$ cat src/rtl/button_bounce_if.sv
// Request/status bundle between a sequencer and the bouncing-button generator.
interface button_bounce_if;
  logic req;
  logic level;
  logic buttonOut;
  logic busy;
  logic done;

  modport master (
    output req,
    output level,
    input  buttonOut,
    input  busy,
    input  done
  );

  modport slave (
    input  req,
    input  level,
    output buttonOut,
    output busy,
    output done
  );
endinterface

$ cat src/rtl/button_bounce_gen.sv
// Bouncing button waveform generator: on a level-change request the output
// toggles through BOUNCES pseudo-random glitch pairs, then settles at the target.
//
// state  | meaning
// IDLE   | output holds last level, waiting for a level-change request
// ACT    | glitch phase at the target level
// INACT  | glitch phase back at the old level
// SETTLE | final hold at the target level, done pulses on exit
module button_bounce_gen #(
  parameter int          BOUNCES       = 5,
  parameter int          PHASE_WIDTH   = 12,
  parameter int          MIN_PHASE     = 16,
  parameter int          SETTLE_CYCLES = 40000,
  parameter logic [15:0] LFSR_SEED     = 16'hACE1
) (
  input logic              clk,
  input logic              rst,
  button_bounce_if.slave   bus
);

  localparam int PH_MAX  = MIN_PHASE + (1 << PHASE_WIDTH) - 1;
  localparam int CNT_MAX = (SETTLE_CYCLES > PH_MAX) ? SETTLE_CYCLES : PH_MAX;
  localparam int CW      = $clog2(CNT_MAX + 1);

  localparam logic [CW-1:0] MIN_M1    = CW'(MIN_PHASE - 1);
  localparam logic [CW-1:0] SETTLE_M1 = CW'(SETTLE_CYCLES - 1);
  localparam logic [7:0]    BOUNCE_N  = 8'(BOUNCES);

  typedef enum logic [1:0] {IDLE, ACT, INACT, SETTLE} state_t;

  state_t        state, state_nxt;
  logic [15:0]   lfsr;
  logic [CW-1:0] cnt, cnt_nxt;
  logic [7:0]    bounce_cnt, bounce_cnt_nxt;
  logic          target, target_nxt;
  logic          button, button_nxt;
  logic          busy_r, done_r, done_nxt;
  logic [CW-1:0] phase_load;
  logic          expire;

  // Counter is loaded with L-1 so a phase of length L expires on its last cycle.
  assign phase_load = MIN_M1 + {{(CW-PHASE_WIDTH){1'b0}}, lfsr[PHASE_WIDTH-1:0]};
  assign expire     = (cnt == '0);

  always_ff @(posedge clk) begin
    if (rst) begin
      lfsr       <= LFSR_SEED;
      state      <= IDLE;
      cnt        <= '0;
      bounce_cnt <= '0;
      target     <= 1'b0;
      button     <= 1'b0;
      busy_r     <= 1'b0;
      done_r     <= 1'b0;
    end else begin
      lfsr       <= {lfsr[14:0], lfsr[15] ^ lfsr[13] ^ lfsr[12] ^ lfsr[10]};
      state      <= state_nxt;
      cnt        <= cnt_nxt;
      bounce_cnt <= bounce_cnt_nxt;
      target     <= target_nxt;
      button     <= button_nxt;
      busy_r     <= (state_nxt != IDLE);
      done_r     <= done_nxt;
    end
  end

  always_comb begin
    state_nxt      = state;
    cnt_nxt        = cnt;
    bounce_cnt_nxt = bounce_cnt;
    target_nxt     = target;
    button_nxt     = button;
    done_nxt       = 1'b0;
    case (state)
      IDLE: begin
        if (bus.req && (bus.level != button)) begin
          target_nxt     = bus.level;
          bounce_cnt_nxt = BOUNCE_N;
          cnt_nxt        = phase_load;
          button_nxt     = bus.level;
          state_nxt      = ACT;
        end
      end
      ACT: begin
        if (!expire) begin
          cnt_nxt = cnt - 1'b1;
        end else if (bounce_cnt == 8'd0) begin
          cnt_nxt   = SETTLE_M1;
          state_nxt = SETTLE;
        end else begin
          cnt_nxt    = phase_load;
          button_nxt = ~target;
          state_nxt  = INACT;
        end
      end
      INACT: begin
        if (!expire) begin
          cnt_nxt = cnt - 1'b1;
        end else begin
          bounce_cnt_nxt = bounce_cnt - 1'b1;
          cnt_nxt        = phase_load;
          button_nxt     = target;
          state_nxt      = ACT;
        end
      end
      SETTLE: begin
        if (!expire) begin
          cnt_nxt = cnt - 1'b1;
        end else begin
          done_nxt  = 1'b1;
          state_nxt = IDLE;
        end
      end
      default: state_nxt = IDLE;
    endcase
  end

  assign bus.buttonOut = button;
  assign bus.busy      = busy_r;
  assign bus.done      = done_r;

endmodule

$ cat src/flat_wrapper.sv
// flat-port wrapper written by rule: the top's interface ports become plain ports
module button_bounce_gen_flat 
#(
  parameter int          BOUNCES       = 5,
  parameter int          PHASE_WIDTH   = 12,
  parameter int          MIN_PHASE     = 16,
  parameter int          SETTLE_CYCLES = 40000,
  parameter logic [15:0] LFSR_SEED     = 16'hACE1
)
  (clk, rst, bus_req, bus_level, bus_buttonOut, bus_busy, bus_done);
  button_bounce_if bus_i ();
  input logic clk;
  input logic rst;
  input wire logic [$bits(bus_i.req)-1:0] bus_req;
  input wire logic [$bits(bus_i.level)-1:0] bus_level;
  output wire logic [$bits(bus_i.buttonOut)-1:0] bus_buttonOut;
  output wire logic [$bits(bus_i.busy)-1:0] bus_busy;
  output wire logic [$bits(bus_i.done)-1:0] bus_done;
  assign bus_i.req = bus_req;
  assign bus_i.level = bus_level;
  assign bus_buttonOut = bus_i.buttonOut;
  assign bus_busy = bus_i.busy;
  assign bus_done = bus_i.done;
  button_bounce_gen #(.BOUNCES(BOUNCES), .PHASE_WIDTH(PHASE_WIDTH), .MIN_PHASE(MIN_PHASE), .SETTLE_CYCLES(SETTLE_CYCLES), .LFSR_SEED(LFSR_SEED)) u_core (.clk(clk), .rst(rst), .bus(bus_i));
endmodule
$ cat config.mk
export PLATFORM = sky130hd
export DESIGN_NAME = button_bounce_gen_flat
export DESIGN_NICKNAME = d
export VERILOG_FILES = /design/src/rtl/button_bounce_if.sv /design/src/rtl/button_bounce_gen.sv /design/src/flat_wrapper.sv
export SDC_FILE = /design/constraint.sdc
export NUM_CORES = 1
export LEC_CHECK = 0
export ABC_CLOCK_PERIOD_IN_PS = 2400
export CAP_MARGIN = 10
export CORE_MARGIN = 4
export CORE_UTILIZATION = 40
export CTS_CLUSTER_DIAMETER = 80
export DETAILED_ROUTE_END_ITERATION = 12
export GPL_ROUTABILITY_DRIVEN = 0
export PLACE_DENSITY = 0.52
export SYNTH_ARGS = -nofsm -noshare
export SYNTH_HDL_FRONTEND = slang
export SYNTH_SLANG_ARGS = --single-unit
$ cat constraint.sdc
create_clock -name clk -period 2.4 [get_ports clk]
set_input_delay 0.36 -clock clk [delete_from_list [all_inputs] [get_ports clk]]
set_output_delay 0.36 -clock clk [all_outputs]
set_load 0.1 [all_outputs]
==> results of run 1 <==
## final timing paths
path                                      start               to  cells after the start  slack [ps]
worst min-delay path            u_core.lfsr[14]  u_core.lfsr[15]                      1         410
worst max register to register    u_core.cnt[0]   u_core.cnt[11]                      9         180
worst min register to register  u_core.lfsr[14]  u_core.lfsr[15]                      1         410
worst max-delay path              u_core.cnt[0]   u_core.cnt[11]                      9         180
## final cells by class
class                   instances  area, um2  share of cell area [%]
clock buffers                   5       68.8                    2.28
repair buffers                 28        230                    7.62
clock inverters                 3       43.8                    1.45
flip-flops and latches         46        921                    30.5
inverters                      15       56.3                    1.86
well taps                      77       96.3                    3.19
multi-input cells             250       1600                    53.1
## layer usage
layer  GRT usage [%]  routed length (um)  up-vias
li1                -                   -     1205
met4            5.28                 100        0
met2            28.6                2820       57
met5               0                   0        -
met3            2.76                 298        8
met1            28.5                3650     1094
## metrics by stage
step / std cells / total power, mW / instance area, um2
2_1_floorplan: 324 / 2.85 / 2650
3_3_place_gp: 416 / 3.62 / 2910
3_5_place_dp: 416 / 3.61 / 2910
4_1_cts: 424 / 4.23 / 3020
5_1_grt: 424 / 4.58 / 3020
6_report: 424 / 4.23 / 3020
## cells in the mapped netlist, types with 8 or more instances
library cell	n
o21ai_1	9
inv_1	15
or2_2	9
nor2b_1	9
nor2_1	33
ha_1	9
dfxtp_1	46
nand2_1	30
a21oi_1	22
nor3_1	13
xnor2_1	8
nand3_1	13
xor2_1	14
## registers in the layout, summed over array words and instances (netlist names)
register	count
u_core.cnt	16
u_core.bus.done	1
u_core.bus.busy	1
u_core.bus.buttonOut	1
u_core.lfsr	16
u_core.bounce_cnt	8
u_core.state	2
u_core.target	1
## cell families (layout without fill, tap and decap cells)
family                     after synthesis  in the layout  synth area share [%]
AOI/OAI and AO/OA                       80             80                  20.5
xor gates and xnor gates                22             22                  7.27
adders and majority gates                9              9                  4.25
DFF                                     46             46                  34.7
buffers and inverters                   28             51                  4.72
and+or+nand+nor                        136            136                  27.3
muxes                                    3              3                  1.13
## cell usage in the layout (no fill, tap or decap), types with 3 or more instances in the layout
master / synthesis / layout
nor3_1: 13 / 13
a22oi_1: 5 / 5
a21oi_1: 22 / 22
nor2b_1: 9 / 9
nand3_1: 13 / 13
buf_4: 3 / 24
ha_1: 9 / 9
xor2_1: 14 / 14
or2_2: 9 / 9
o21ai_1: 9 / 9
nor2_1: 33 / 33
clkdlybuf4s50_1: 0 / 3
mux2i_1: 3 / 3
o21ai_0: 7 / 7
o31ai_1: 3 / 3
nor3b_1: 3 / 3
inv_1: 15 / 15
nor4_2: 3 / 3
dfxtp_1: 46 / 46
nand4_1: 4 / 4
xnor2_1: 8 / 8
o32ai_1: 5 / 5
clkbuf_8: 0 / 5
nand2_1: 30 / 30
a31oi_1: 5 / 5
## power groups by stage
stage | Sequential (mW) | Combinational, mW | Clock (mW)
after floorplan | 1.18 | 1.67 | 0
after global placement | 1.12 | 2.50 | 0
after detailed placement | 1.12 | 2.49 | 0
after CTS | 1.11 | 2.50 | 0.624
after global routing | 1.13 | 2.79 | 0.654
final | 1.11 | 2.52 | 0.600
==> results.toml, run 1 <==
[worst_setup_path]
critPathMaxStageDelay_ps = 360
crit_fanout = 11
cp.required_ps = 2590
worstSetupEndpointType = "flip-flop"
path_buf_inv = 2
slowest_stage = "a211oi_1"
path_cells = "inv_1, ha_1, nor3b_1, nand4_2, a21oi_1, buf_4, nor2_2, a211oi_1, o32ai_1"
arrival_ps = 2410
cp-start-kind = "flip-flop"
crit_family = "compound AO/OA/AOI/OAI gates"
critical_path_class = "reg2reg"

[cts]
hold_buffers = 0
cts-buffers-inserted = 5
clockBufferDepth = 2
cts_resized = 0
tritoncts = "yes"
root_buffer = "clkbuf_8"
clkSlewWorstSetupHoldPaths_ps = 100
cts_setup_buffers = 0
clk-insertion-delay-late_ps = 310
cts_max_level = 2
clock_sinks = 46

[power_and_ir_drop]
clkPwrFrac_pct = 14.2
vdd_ir_drop_max_mv = 0.738
p_switching_mw = 2.01
swShare_pct = 47.6
power_frac_seq_pct = 26.2
p_comb_share_pct = 59.6
internal_power_mw = 2.22
power_density_nw_per_um2 = 1400
p_leak_nw = 1.18

[die]
core_region_area_um2 = 6390
row_count = 29
die_w_um = 89.4
start_util_pct = 41.5
die_h_um = 89.4
die_area_um2 = 7990
ios = 7

[placed_design]
dp_slack_ps = 181
port_buffers = 6
dp_hpwl_um = 5170

[route]
firstDrtPassIters = 4
drt_iter0_markers = 131
via_count = 2364
viasPerCell = 5.58
drc = 0
ant_nets = 0
wirelength_um = 6870
wl_per_cell_um = 16.2

[synth]
yosys.area.top_type_share_pct = 34.7
yosysTopAreaCell = "dfxtp_1"
synthesis.area_um2 = 2650
synth_nets = 337
synth_edf_count = 0
async_flop_share_pct = 0
ys_seq_area_share_pct = 34.7
synth_cell_types = 62
syn_inst = 324
synthTopCellsByArea = "dfxtp_1 35%, nor2_1 4.7%, xor2_1 4.6%, ha_1 4.2%, nand2_1 4.2%"
ys_seq_elements = 46
synthFlopType = "dfxtp_1"
yosysWarnings = 0
syn_avg_cell_area_um2 = 8.18

[timing]
max_freq_mhz = 450
min_period_ps = 2220
finalHoldViolCount = 0
setup_viol = 0
setup_tns_ps = 0
slew_headroom_pct = 57.6
worst_clock_skew_ps = 13.4
rsz0062_at_grt = "false"
worst_slack_ps = 179
tightest_slew_ps = 631
hold_slack_ps = 413
slew_viol_final = 0
fin_crit_sh_pct = 92.5

[global_route]
grt_pass1_wl_um = 11800
grt_max_degree = 19
antenna_found_initial = 0
track_usage_pct = 19.1
grt_pass1_vias = 2284
grt-ovfl-total = 0

[layout]
final_util_pct = 47.3
fillCellCount = 644
drive_gt1_share_pct = 15.3
diodes = 0
final_nets = 359
area_delta_synth_final_pct = 14.0

[flow_run]
cap_violations = 0

[worst_hold_path]
hp-class = "reg2reg"

[run_status]
status = "finished, final reports clean"
Note: power is estimated with default switching activity, not from simulation.
==> inputs of run 2 (changes only) <==
--- a/config.mk
+++ b/config.mk
@@ -10,8 +10,11 @@
 export CORE_MARGIN = 4
 export CORE_UTILIZATION = 40
 export CTS_CLUSTER_DIAMETER = 80
+export CTS_CLUSTER_SIZE = 16
 export DETAILED_ROUTE_END_ITERATION = 12
 export GPL_ROUTABILITY_DRIVEN = 0
+export GPL_TIMING_DRIVEN = 0
+export MAX_ROUTING_LAYER = met4
 export PLACE_DENSITY = 0.52
 export SYNTH_ARGS = -nofsm -noshare
 export SYNTH_HDL_FRONTEND = slang
==> results.toml, run 2 (synthesized netlist as in run 1, its figures left out) <==
[run_status]
status = "finished, final reports clean"

[layout]
multi_input_area_um2 = 1630
final_nets = 350
fillCellCount = 644
diodes = 0
top_regs = "u_core.cnt x16, u_core.lfsr x16, u_core.bounce_cnt x8"
stdcell_area_um2 = 2920
drive_gt1_share_pct = 10.7
final_common_cell = "dfxtp_1"
fin_cells = 415
ff_latch_area_um2 = 921
area_delta_synth_final_pct = 10.3
final_util_pct = 45.8
layout_common_cells = "46 x dfxtp_1, 33 x nor2_1, 30 x nand2_1"

[die]
die_h_um = 89.4
start_util_pct = 41.5
ios = 7
die_w_um = 89.4
row_count = 29
core_region_area_um2 = 6390
die_area_um2 = 7990

[cts]
clockBufferDepth = 2
cts_max_level = 2
clk-insertion-delay-late_ps = 300
tritoncts = "yes"
clkSlewWorstSetupHoldPaths_ps = 90
root_buffer = "clkbuf_8"
cts-buffers-inserted = 5
clock_sinks = 46
cts_setup_buffers = 0

[global_route]
grt_pass1_wl_um = 11600
grt-ovfl-total = 0
grt_max_degree = 17
grt_pass1_vias = 2251
antenna_found_initial = 0
track_usage_pct = 19.4

[worst_setup_path]
cp.required_ps = 2630
arrival_ps = 2450
path_buf_inv = 3
critPathMaxStageDelay_ps = 380
worstSetupEndpointType = "flip-flop"
crit_family = "compound AO/OA/AOI/OAI gates"
cp-start-kind = "flip-flop"
critical_path_class = "reg2reg"
crit_fanout = 10
path_cells = "inv_1, ha_1, nor3b_1, and4_1, buf_2, a21oi_2, clkbuf_2, o211ai_1, a21oi_1"
slowest_stage = "a21oi_2"

[timing]
rsz0062_at_grt = "true"
max_freq_mhz = 449
finalHoldViolCount = 0
tightest_slew_ps = 966
min_period_ps = 2230
setup_viol = 0
slew_headroom_pct = 35.4
worst_slack_ps = 175
fin_crit_sh_pct = 92.7
slew_viol_final = 0
worst_clock_skew_ps = 7.75

[route]
wl_per_cell_um = 17.0
viasPerCell = 5.70
firstDrtPassIters = 5
ant_nets = 0
via_count = 2366
wirelength_um = 7040
drc = 0
drt_iter0_markers = 222

[placed_design]
placed_area_um2 = 2810
dp_slack_ps = -279
dp_cells = 407
port_buffers = 6
dp_hpwl_um = 5180

[flow_run]
cap_violations = 0

[power_and_ir_drop]
power_density_nw_per_um2 = 1370
vdd_ir_drop_max_mv = 0.641
p_leak_nw = 1.09
power.total_mw = 4.00

[worst_hold_path]
hp-class = "reg2reg"
-- run 2: final timing paths --
check	startpoint	end	slack, ps	depth (start not counted)
setup / recovery	u_core.cnt[0]	u_core.cnt[1]	170	9
setup reg to reg	u_core.cnt[0]	u_core.cnt[1]	170	9
hold reg to reg	u_core.lfsr[14]	u_core.lfsr[15]	420	1
hold / removal	u_core.lfsr[14]	u_core.lfsr[15]	420	1
-- run 2: repair_timing --
action                     CTS  global route
gates resized for setup      0             7
hold buffers                 0             0
setup endpoints to repair    0            13
-- run 2: power by group --
part,total (mW),switching [mW],internal [mW]
combinational,2.37,1.53,0.837
clock,0.495,0.286,0.209
sequential,1.13,0.202,0.930
-- run 2: cell type report --
type | count | area share, %
Multi-Input combinational cell | 250 | 55.6
Sequential cell | 46 | 31.5
Tap cell | 77 | 3.29
Buffer | 13 | 2.44
Clock buffer | 5 | 2.35
Timing Repair Buffer | 6 | 2.05
Inverter | 15 | 1.93
Clock inverter | 3 | 0.813
-- run 2: metrics by stage --
stage	setup TNS [ps]	hold slack (ps)
floorplan	0	389
global placement	-2170	393
detailed placement	-1700	397
CTS	0	421
global route	-0.718	440
finish	0	418
-- run 2: worst reg2reg max path, stage by stage (launching register included) --
cell      delay (ps)
dfxtp_1          370
inv_1             90
ha_1             190
nor3b_1          150
and4_1           200
buf_2            160
a21oi_2          380
clkbuf_2         320
o211ai_1         150
a21oi_1          140
-- run 2: routing by layer --
metal / track usage, % / part of all wire, %
met4: 4.47 / 0.85
met2: 27.9 / 43
met3: 3.69 / 4.5
met1: 28.0 / 52
met5: - / 0
==> inputs of run 3 (changes only) <==
--- a/config.mk
+++ b/config.mk
@@ -14,7 +14,6 @@
 export DETAILED_ROUTE_END_ITERATION = 12
 export GPL_ROUTABILITY_DRIVEN = 0
 export GPL_TIMING_DRIVEN = 0
-export MAX_ROUTING_LAYER = met4
 export PLACE_DENSITY = 0.52
 export SYNTH_ARGS = -nofsm -noshare
 export SYNTH_HDL_FRONTEND = slang
==> results.toml, run 3 (synthesized netlist as in run 1, its figures left out) <==
[layout]
final_nets = 350
final_common_cell = "dfxtp_1"
top_regs = "u_core.cnt x16, u_core.lfsr x16, u_core.bounce_cnt x8"
layout_common_cells = "46 x dfxtp_1, 33 x nor2_1, 30 x nand2_1"
drive_gt1_share_pct = 10.7
area_delta_synth_final_pct = 10.3
diodes = 0

[timing]
min_period_ps = 2260
slew_viol_final = 0
worst_slack_ps = 141
slew_headroom_pct = 35.4
max_freq_mhz = 443
tightest_slew_ps = 966
worst_clock_skew_ps = 11.8
fin_crit_sh_pct = 94.1
setup_viol = 0
rsz0062_at_grt = "false"
finalHoldViolCount = 0

[worst_setup_path]
critical_path_class = "reg2reg"
critPathMaxStageDelay_ps = 390
cp.required_ps = 2620
cp-start-kind = "flip-flop"
worstSetupEndpointType = "flip-flop"
crit_fanout = 10
path_cells = "inv_1, ha_1, nor3b_1, and4_1, buf_2, a21oi_2, clkbuf_2, o211ai_1, a21oi_1"
r2r_slack_ps = 140
slowest_stage = "a21oi_2"
arrival_ps = 2480

[placed_design]
port_buffers = 6
dp_slack_ps = -279
dp_hpwl_um = 5180

[flow_run]
cap_violations = 0

[route]
viasPerCell = 5.66
via_count = 2350
wl_per_cell_um = 17.1
drt_iter0_markers = 242
ant_nets = 0
wirelength_um = 7080
drc = 0
firstDrtPassIters = 4

[die]
row_count = 29
die_h_um = 89.4
die_area_um2 = 7990
die_w_um = 89.4
core_region_area_um2 = 6390
ios = 7
start_util_pct = 41.5

[cts]
clock_sinks = 46
clkSlewWorstSetupHoldPaths_ps = 100
clk-insertion-delay-late_ps = 300
cts_max_level = 2
cts_setup_buffers = 0
cts-buffers-inserted = 5
tritoncts = "yes"
root_buffer = "clkbuf_8"
clockBufferDepth = 2

[power_and_ir_drop]
swShare_pct = 50.6
p_leak_nw = 1.09
clkPwrFrac_pct = 12.4
power.total_mw = 4.00
power_density_nw_per_um2 = 1370
internal_power_mw = 1.98
p_switching_mw = 2.02
vdd_ir_drop_max_mv = 0.641
p_comb_share_pct = 59.3
power_frac_seq_pct = 28.3

[global_route]
track_usage_pct = 18.8
grt_pass1_vias = 2255
antenna_found_initial = 0
grt_max_degree = 17
grt-ovfl-total = 0
grt_pass1_wl_um = 11500

[worst_hold_path]
hp-class = "reg2reg"

[run_status]
status = "finished, final reports clean"
[run 3: area by class of cell]
cell class              instances  area (um2)
fillers                       644        3460
flip-flops and latches         46         921
plain buffers                  13        71.3
well taps                      77        96.3
repair buffers                  6        60.1
inverters                      15        56.3
clock inverters                 3        23.8
clock buffers                   5        68.8
multi-input cells             250        1630
[run 3: final timing paths]
| path | start | endpoint | cells past startpoint |
|---|---|---|---|
| worst max register to register | u_core.cnt[0] | u_core.cnt[1] | 9 |
| worst min register to register | u_core.lfsr[14] | u_core.lfsr[15] | 1 |
| worst max-delay path | u_core.cnt[0] | u_core.cnt[1] | 9 |
| worst min-delay path | u_core.lfsr[14] | u_core.lfsr[15] | 1 |
[run 3: critical path: cells and delay by family, from the launching register on]
family | cells | cell delay (ps)
compound gates | 3 | 700
fa+ha+maj | 1 | 200
buf+inv | 3 | 580
flops | 1 | 370
simple gates | 2 | 350
[run 3: through the flow]
step / area (um2) / setup TNS, ps / hold slack (ps) / utilization, % / cells
2_1_floorplan: 2650 / 0 / 389 / - / 324
3_3_place_gp: 2810 / -2170 / 393 / 43.9 / 407
3_5_place_dp: 2810 / -1700 / 397 / 43.9 / 407
4_1_cts: 2900 / 0 / 421 / 45.4 / 415
5_1_grt: 2920 / 0 / 440 / 45.8 / 415
6_report: 2920 / 0 / 419 / 45.8 / 415
[run 3: repair_timing]
action	in CTS	in global routing
hold buffers	0	0
gates resized for setup	0	7
setup endpoints to repair	0	13
hold endpoints to repair	0	0
[run 3: power by group through the flow]
stage	Sequential [mW]	Combinational, mW	Clock [mW]
final	1.13	2.37	0.495
after global routing	1.16	2.60	0.546
after CTS	1.12	2.30	0.514
after detailed placement	1.13	2.28	0
after global placement	1.13	2.29	0
after floorplan	1.18	1.67	0
[run 3: per-layer routing]
metal  share of wire, %  vias to the layer above  GRT usage (%)
met3                3.9                        4           3.78
met5                  0                        -              0
met1                 52                     1123           27.7
li1                   -                     1180              -
met2                 43                       43           28.2
met4               0.89                        0           4.47
